[src/rtl/softmax_stream_arbiter.sv]
// softmax_stream_arbiter
//   Shares one softmax core between two AXI-Stream requesters. Whole input
//   frames are arbitrated onto the core, the granted requester ID is queued in
//   a tag FIFO, and result frames are steered back to their owners in order.
//   Optional macro SOFTMAX_ARB_FIXED_PRIO_EN: s0 always wins a tie (s1 can
//   starve). Default build: round-robin between the requesters.
module softmax_stream_arbiter #(
  parameter int DATA_SIZE = 16,
  parameter int TAG_DEPTH = 4
) (
  input  logic                   axi_clock_i,
  input  logic                   axi_reset_i,
  input  logic                   s0_axis_valid_i,
  input  logic [2*DATA_SIZE-1:0] s0_axis_data_i,
  input  logic                   s0_axis_last_i,
  output logic                   s0_axis_ready_o,
  input  logic                   s1_axis_valid_i,
  input  logic [2*DATA_SIZE-1:0] s1_axis_data_i,
  input  logic                   s1_axis_last_i,
  output logic                   s1_axis_ready_o,
  output logic                   m_axis_valid_o,
  output logic [2*DATA_SIZE-1:0] m_axis_data_o,
  output logic                   m_axis_last_o,
  input  logic                   m_axis_ready_i,
  input  logic                   r_axis_valid_i,
  input  logic [2*DATA_SIZE-1:0] r_axis_data_i,
  input  logic                   r_axis_last_i,
  output logic                   r_axis_ready_o,
  output logic                   o0_axis_valid_o,
  output logic [2*DATA_SIZE-1:0] o0_axis_data_o,
  output logic                   o0_axis_last_o,
  input  logic                   o0_axis_ready_i,
  output logic                   o1_axis_valid_o,
  output logic [2*DATA_SIZE-1:0] o1_axis_data_o,
  output logic                   o1_axis_last_o,
  input  logic                   o1_axis_ready_i,
  output logic                   busy_o
);

  localparam int DW = 2 * DATA_SIZE;
  localparam int PW = $clog2(TAG_DEPTH);
  localparam int CW = PW + 1;

  typedef enum logic [0:0] {
    ST_IDLE = 1'b0,
    ST_FWD  = 1'b1
  } state_e;

  state_e          state_q, state_d;
  logic            grant_q, grant_d;            // requester owning the current frame
  logic            last_grant_q, last_grant_d;  // owner of the most recent completed frame
  logic [PW-1:0]   wr_ptr_q, wr_ptr_d;
  logic [PW-1:0]   rd_ptr_q, rd_ptr_d;
  logic [CW-1:0]   count_q, count_d;
  logic            tag_mem_q [TAG_DEPTH];

  logic            pick;
  logic            push;
  logic            pop;
  logic            fifo_full;
  logic            fifo_empty;
  logic            head;
  logic            sg_valid;
  logic [DW-1:0]   sg_data;
  logic            sg_last;

  assign fifo_full  = (count_q == CW'(TAG_DEPTH));
  assign fifo_empty = (count_q == '0);
  assign head       = tag_mem_q[rd_ptr_q];
  assign busy_o     = (state_q == ST_FWD) || !fifo_empty;

  // Choose which requester would be granted if a new frame starts this cycle.
  always_comb begin
    // NOTE: every combinational output gets a default first so no path leaves
    // it unassigned; otherwise synthesis infers a latch.
    pick = 1'b0;
`ifdef SOFTMAX_ARB_FIXED_PRIO_EN
    pick = !s0_axis_valid_i && s1_axis_valid_i;
`else
    if (s0_axis_valid_i && s1_axis_valid_i) begin
      pick = ~last_grant_q;
    end else begin
      pick = s1_axis_valid_i;
    end
`endif
  end

  // Select the granted requester's input stream.
  always_comb begin
    sg_valid = grant_q ? s1_axis_valid_i : s0_axis_valid_i;
    sg_data  = grant_q ? s1_axis_data_i  : s0_axis_data_i;
    sg_last  = grant_q ? s1_axis_last_i  : s0_axis_last_i;
  end

  // Input FSM: grant a frame in IDLE, pass it through to the core in FWD.
  always_comb begin
    // NOTE: combinational logic uses blocking assignments (=); the flops below
    // use non-blocking (<=) so every register samples pre-edge values.
    state_d         = state_q;
    grant_d         = grant_q;
    last_grant_d    = last_grant_q;
    push            = 1'b0;
    m_axis_valid_o  = 1'b0;
    m_axis_data_o   = '0;
    m_axis_last_o   = 1'b0;
    s0_axis_ready_o = 1'b0;
    s1_axis_ready_o = 1'b0;
    unique case (state_q)
      ST_IDLE: begin
        if (!fifo_full && (s0_axis_valid_i || s1_axis_valid_i)) begin
          state_d = ST_FWD;
          grant_d = pick;
          push    = 1'b1;
        end
      end
      ST_FWD: begin
        m_axis_valid_o  = sg_valid;
        m_axis_data_o   = sg_data;
        m_axis_last_o   = sg_last;
        s0_axis_ready_o = !grant_q && m_axis_ready_i;
        s1_axis_ready_o =  grant_q && m_axis_ready_i;
        if (sg_valid && m_axis_ready_i && sg_last) begin
          state_d      = ST_IDLE;
          last_grant_d = grant_q;
        end
      end
      default: state_d = ST_IDLE;
    endcase
  end

  // Return path: steer core results to the requester at the tag FIFO head.
  always_comb begin
    r_axis_ready_o  = 1'b0;
    o0_axis_valid_o = 1'b0;
    o0_axis_last_o  = 1'b0;
    o0_axis_data_o  = '0;
    o1_axis_valid_o = 1'b0;
    o1_axis_last_o  = 1'b0;
    o1_axis_data_o  = '0;
    if (!fifo_empty) begin
      r_axis_ready_o  = head ? o1_axis_ready_i : o0_axis_ready_i;
      o0_axis_data_o  = r_axis_data_i;
      o1_axis_data_o  = r_axis_data_i;
      o0_axis_valid_o = !head && r_axis_valid_i;
      o0_axis_last_o  = !head && r_axis_last_i;
      o1_axis_valid_o =  head && r_axis_valid_i;
      o1_axis_last_o  =  head && r_axis_last_i;
    end
    pop = !fifo_empty && r_axis_valid_i && r_axis_ready_o && r_axis_last_i;
  end

  // Tag FIFO pointer and occupancy update; push and pop may coincide.
  always_comb begin
    wr_ptr_d = push ? wr_ptr_q + PW'(1) : wr_ptr_q;
    rd_ptr_d = pop  ? rd_ptr_q + PW'(1) : rd_ptr_q;
    count_d  = count_q + CW'(push) - CW'(pop);
  end

  // Control registers with synchronous active-high reset.
  always_ff @(posedge axi_clock_i) begin
    if (axi_reset_i) begin
      state_q      <= ST_IDLE;
      grant_q      <= 1'b0;
      last_grant_q <= 1'b1;
      wr_ptr_q     <= '0;
      rd_ptr_q     <= '0;
      count_q      <= '0;
    end else begin
      state_q      <= state_d;
      grant_q      <= grant_d;
      last_grant_q <= last_grant_d;
      wr_ptr_q     <= wr_ptr_d;
      rd_ptr_q     <= rd_ptr_d;
      count_q      <= count_d;
    end
  end

  // Tag storage written on grant.
  always_ff @(posedge axi_clock_i) begin
    // NOTE: the tag array is not reset; an entry is only read after it has been
    // written, because count_q gates every read.
    if (push) begin
      tag_mem_q[wr_ptr_q] <= grant_d;
    end
  end

endmodule

[config.mk]
export PLATFORM = sky130hd
export DESIGN_NAME = softmax_stream_arbiter
export DESIGN_NICKNAME = d
export VERILOG_FILES = /design/src/rtl/softmax_stream_arbiter.sv
export SDC_FILE = /design/constraint.sdc
export NUM_CORES = 1
export LEC_CHECK = 0
export ABC_AREA = 0
export CAP_MARGIN = 20
export CORE_ASPECT_RATIO = 1.25
export CORE_MARGIN = 2
export CORE_UTILIZATION = 25
export CTS_CLUSTER_DIAMETER = 30
export CTS_CLUSTER_SIZE = 16
export DETAILED_ROUTE_END_ITERATION = 8
export PLACE_DENSITY = 0.78
export SLEW_MARGIN = 10
export SYNTH_ARGS = -nofsm -noshare
export SYNTH_HDL_FRONTEND = slang
export SYNTH_SLANG_ARGS = --single-unit
[constraint.sdc]
create_clock -name axi_clock_i -period 2.4 [get_ports axi_clock_i]
set_input_delay 0.36 -clock axi_clock_i [delete_from_list [all_inputs] [get_ports axi_clock_i]]
set_output_delay 0.36 -clock axi_clock_i [all_outputs]
set_load 0.01 [all_outputs]
==> results of run 1 <==
[tightest hold or removal path: stages (launching register included)]
cell and delay (ns):
dfxtp_1 0.31, o21ai_0 0.06, a21oi_1 0.08
[kinds of logic after synthesis]
| logic type | synth area share (%) |
|---|---|
| adders and majority gates | 5.03 |
| buffers and inverters | 16.7 |
| xor gates and xnor gates | 1.39 |
| AOI/OAI and AO/OA | 2.52 |
| and+or+nand+nor | 32.1 |
| DFF | 19.1 |
| muxes | 23.2 |
[final cells by class]
type / count / share of cell area (%)
Timing Repair Buffer: 223 / 55.8
Clock inverter: 1 / 0.0937
Tap cell: 92 / 2.87
Inverter: 6 / 0.562
Multi-Input combinational cell: 158 / 30.6
Clock buffer: 3 / 1.03
Sequential cell: 16 / 9.05
[cells in the final DEF (no fill, tap or decap), types with 2 or more instances in the layout]
cell,netlist,final
or3_1,2,2
nand2b_1,2,2
and3_2,2,2
ha_1,6,5
o21ai_0,2,2
nand2_1,3,3
inv_1,6,6
mux2i_1,36,36
mux2_1,2,2
a21oi_1,2,2
buf_4,32,9
buf_12,0,2
dfxtp_2,0,2
clkdlybuf4s50_1,0,207
dlygate4sd2_1,0,2
nor2b_1,38,38
clkbuf_8,0,3
dfxtp_1,12,10
xnor2_1,3,2
and3_1,2,2
dlymetal6s2s_1,0,3
nor2_1,11,11
and2_1,36,36
edfxtp_1,4,4
[repair_timing]
action                                 in CTS  in global routing
resized for setup                           2                  3
hold buffers                                0                  0
pin swaps                                   4                  1
setup endpoints to repair                   4                  6
endpoints found under the hold margin       0                  0
[power groups by stage]
stage          logic, W  clock network (W)  registers [W]
2_1_floorplan   0.00142                  0       0.000384
3_3_place_gp    0.00258                  0       0.000397
3_5_place_dp    0.00263                  0       0.000403
4_1_cts         0.00263           0.000211       0.000397
5_1_grt         0.00282           0.000221       0.000405
6_report        0.00258           0.000209       0.000395
[stage by stage]
stage / power [W] / instance area (um2) / hold WS, ns / setup slack [ns] / util, %
floorplan: 0.00180 / 1900 / 0.444 / -0.0587 / -
global placement: 0.00298 / 3960 / 0.457 / -0.102 / 53.8
detailed placement: 0.00303 / 3960 / 0.478 / -0.240 / 53.8
CTS: 0.00323 / 4000 / 0.499 / -0.217 / 54.4
global route: 0.00345 / 4010 / 0.540 / -0.292 / 54.5
finish: 0.00319 / 4010 / 0.501 / -0.173 / 54.5
[how the worst max path moves through the flow]
stage,to,slack [ns]
after floorplan,count_q[2],-0.06
after global placement,count_q[2],-0.10
after detailed placement,count_q[2],-0.24
after CTS,count_q[2],-0.22
after global routing,count_q[2],-0.29
final,count_q[2],-0.17
[layer usage]
metal	routed length, um	part of all wire (%)	GRT usage [%]	vias to the layer above
met2	3830	54	33.0	149
met5	0	0	0	-
met4	49	0.69	3.08	0
met3	888	13	6.42	5
li1	-	-	-	1068
met1	2320	33	15.1	950
==> metrics.md, run 1 <==
| Metric | Value |
|---|---|
| N_diodes | `0` |
| Seq. cell area | `363 um2` |
| Via density | `4.35` |
| Drt drc | `0` |
| Root buffer cell | `clkbuf_8` |
| Mapped Cells | `225` |
| Vias in the first global route | `2148` |
| Core area | `0.00736 mm2` |
| Vias | `2172` |
| Multi-input combinational cell area | `0.00123 mm2` |
| CP Class | `reg2reg` |
| Reg2reg end | `count_q[2]` |
| Largest net degree at the start of global routing | `37` |
| Sw Share | `37.4%` |
| Syn-to-layout area delta | `112%` |
| Reg-to-reg startpoint | `tag_mem_q[3]` |
| Final hold vios | `0` |
| Setup TNS | `-0.303 ns` |
| Initial core utilization | `25.7%` |
| HP Start | `rd_ptr_q[1]` |
| R2r worst-path depth | `10` |
| Post-DR wirelength/cell | `14.2 um` |
| Register clock-pin slew on the reported worst setup and hold paths | `0.06 ns` |
| Site Rows | `35` |
| Most frequent cells after synthesis | `nor2b_1, and2_1, mux2i_1, buf_4, dfxtp_1` |
| WHS Path Cells | `2` |
| Die ar. | `0.00828 mm2` |
| Maximum VDD drop | `545 uV` |
| IO Count | `213` |
| DP Cell Count | `495` |
| Critical Path End Type | `register` |
| Crit path max-delay family | `multiplexers` |
| CTS Buf Count | `3` |
| Synth Flop Type | `dfxtp_1` |
| Worst path arrival time | `2.71 ns` |
| Number of nets with antenna violations after routing | `0` |
| WHS Endpoint | `rd_ptr_q[1]` |
| Count leader, synth | `nor2b_1` |
| R2R Setup Slk | `-0.17 ns` |
| Gp weighted congestion | `0.772` |
| Sequential fraction of design power | `12.4%` |
| First-pass GRT wire length | `10400 um` |
| Clock Power Share | `6.6%` |
| WP data required | `2.53 ns` |
| Clock Latency Late Sink | `0.26 ns` |
| IO Port Bufs | `212` |
| Rel. slew slack | `66.3%` |
| DR pass1 iterations | `4` |
| Post-CTS Setup Repair Bufs | `0` |
| Syn avg cell area | `8.40 um2` |
| Routed WL | `7090 um` |
| Syn nets | `339` |
| Synth area leader | `mux2i_1` |
| Final slew viol count | `0` |
| Fin worst setup slack | `-0.173 ns` |
| Cell Int Power | `0.00200 W` |
| Initial antenna violation count | `0` |
| Critical-path top delay cell | `mux4_2` |
| Mapped Area | `0.00189 mm2` |
| Fillers | `675` |
| GRT Util Overall | `16.4%` |
| Type of the worst min-delay path | `reg2reg` |
| Crit path depth | `10` |
| Layout cells sized above 1 | `6.39%` |
| Post-synth top area share | `19.1%` |
| Power density over cell area | `796 mW/mm2` |
| Clk_skew | `0.00503 ns` |
| Failing checks | `negative setup slack` |
| Buf+Inv Stages, Crit Path | `1` |
| Synth warn | `0` |
| Async set-reset flop share out of synthesis | `0%` |
| Achievable Freq | `389 MHz` |
| Status | `finished with violations` |
| Worst-margin pin slew | `0.505 ns` |
| Unrepaired setup endpoints after global routing | `yes` |
| Max-cap viol count | `0` |
| Crit Path Max Fanout | `2` |
| Cell variety after synth | `32` |
| Number of synthesized flops with an enable pin | `4` |
| Setup crit start kind | `register` |
| CP max stage delay | `0.54 ns` |
| Non-Filler Instances | `499` |
| Post-layout min period | `2.57 ns` |
| Max Root-Sink Buffers | `2` |
| Htree depth | `1` |
| Initial drt markers | `50` |
| Post-synthesis sequential area ratio | `19.1%` |
| Final setup viols | `2` |
| Die height | `101 um` |
| Synthesis-stage register bit count | `16` |
| NetSw | `0.00119 W` |
| Post-DP HPWL | `6280 um` |
| Remaining global-route overflow | `0` |
| DIE WIDTH | `81.8 um` |
| Combinational power share | `81.1%` |
| Crit path cell chain | `mux4_2, mux2i_4, nor3b_4, ha_1, inv_1, ha_2, fa_2, xnor2_2, xnor2_1, nor2_1` |
| Main area contributors after synthesis | `mux2i_1, dfxtp_1, buf_4` |
| Clock Sinks | `16` |
| CP startpoint | `tag_mem_q[3]` |
| # nets final | `522` |
| Tcrit/Tclk final | `107%` |
| Leak | `1.55 nW` |
| TritonCTS clock tree | `done` |
No activity file was read; power rests on OpenSTA's default activity.
==> run 2, diff against run 1 <==
--- a/config.mk
+++ b/config.mk
@@ -6,7 +6,6 @@
 export NUM_CORES = 1
 export LEC_CHECK = 0
 export ABC_AREA = 0
-export CAP_MARGIN = 20
 export CORE_ASPECT_RATIO = 1.25
 export CORE_MARGIN = 2
 export CORE_UTILIZATION = 25
==> results of run 2 <==
Final layout, timing and power as in run 1 (identical DEF).
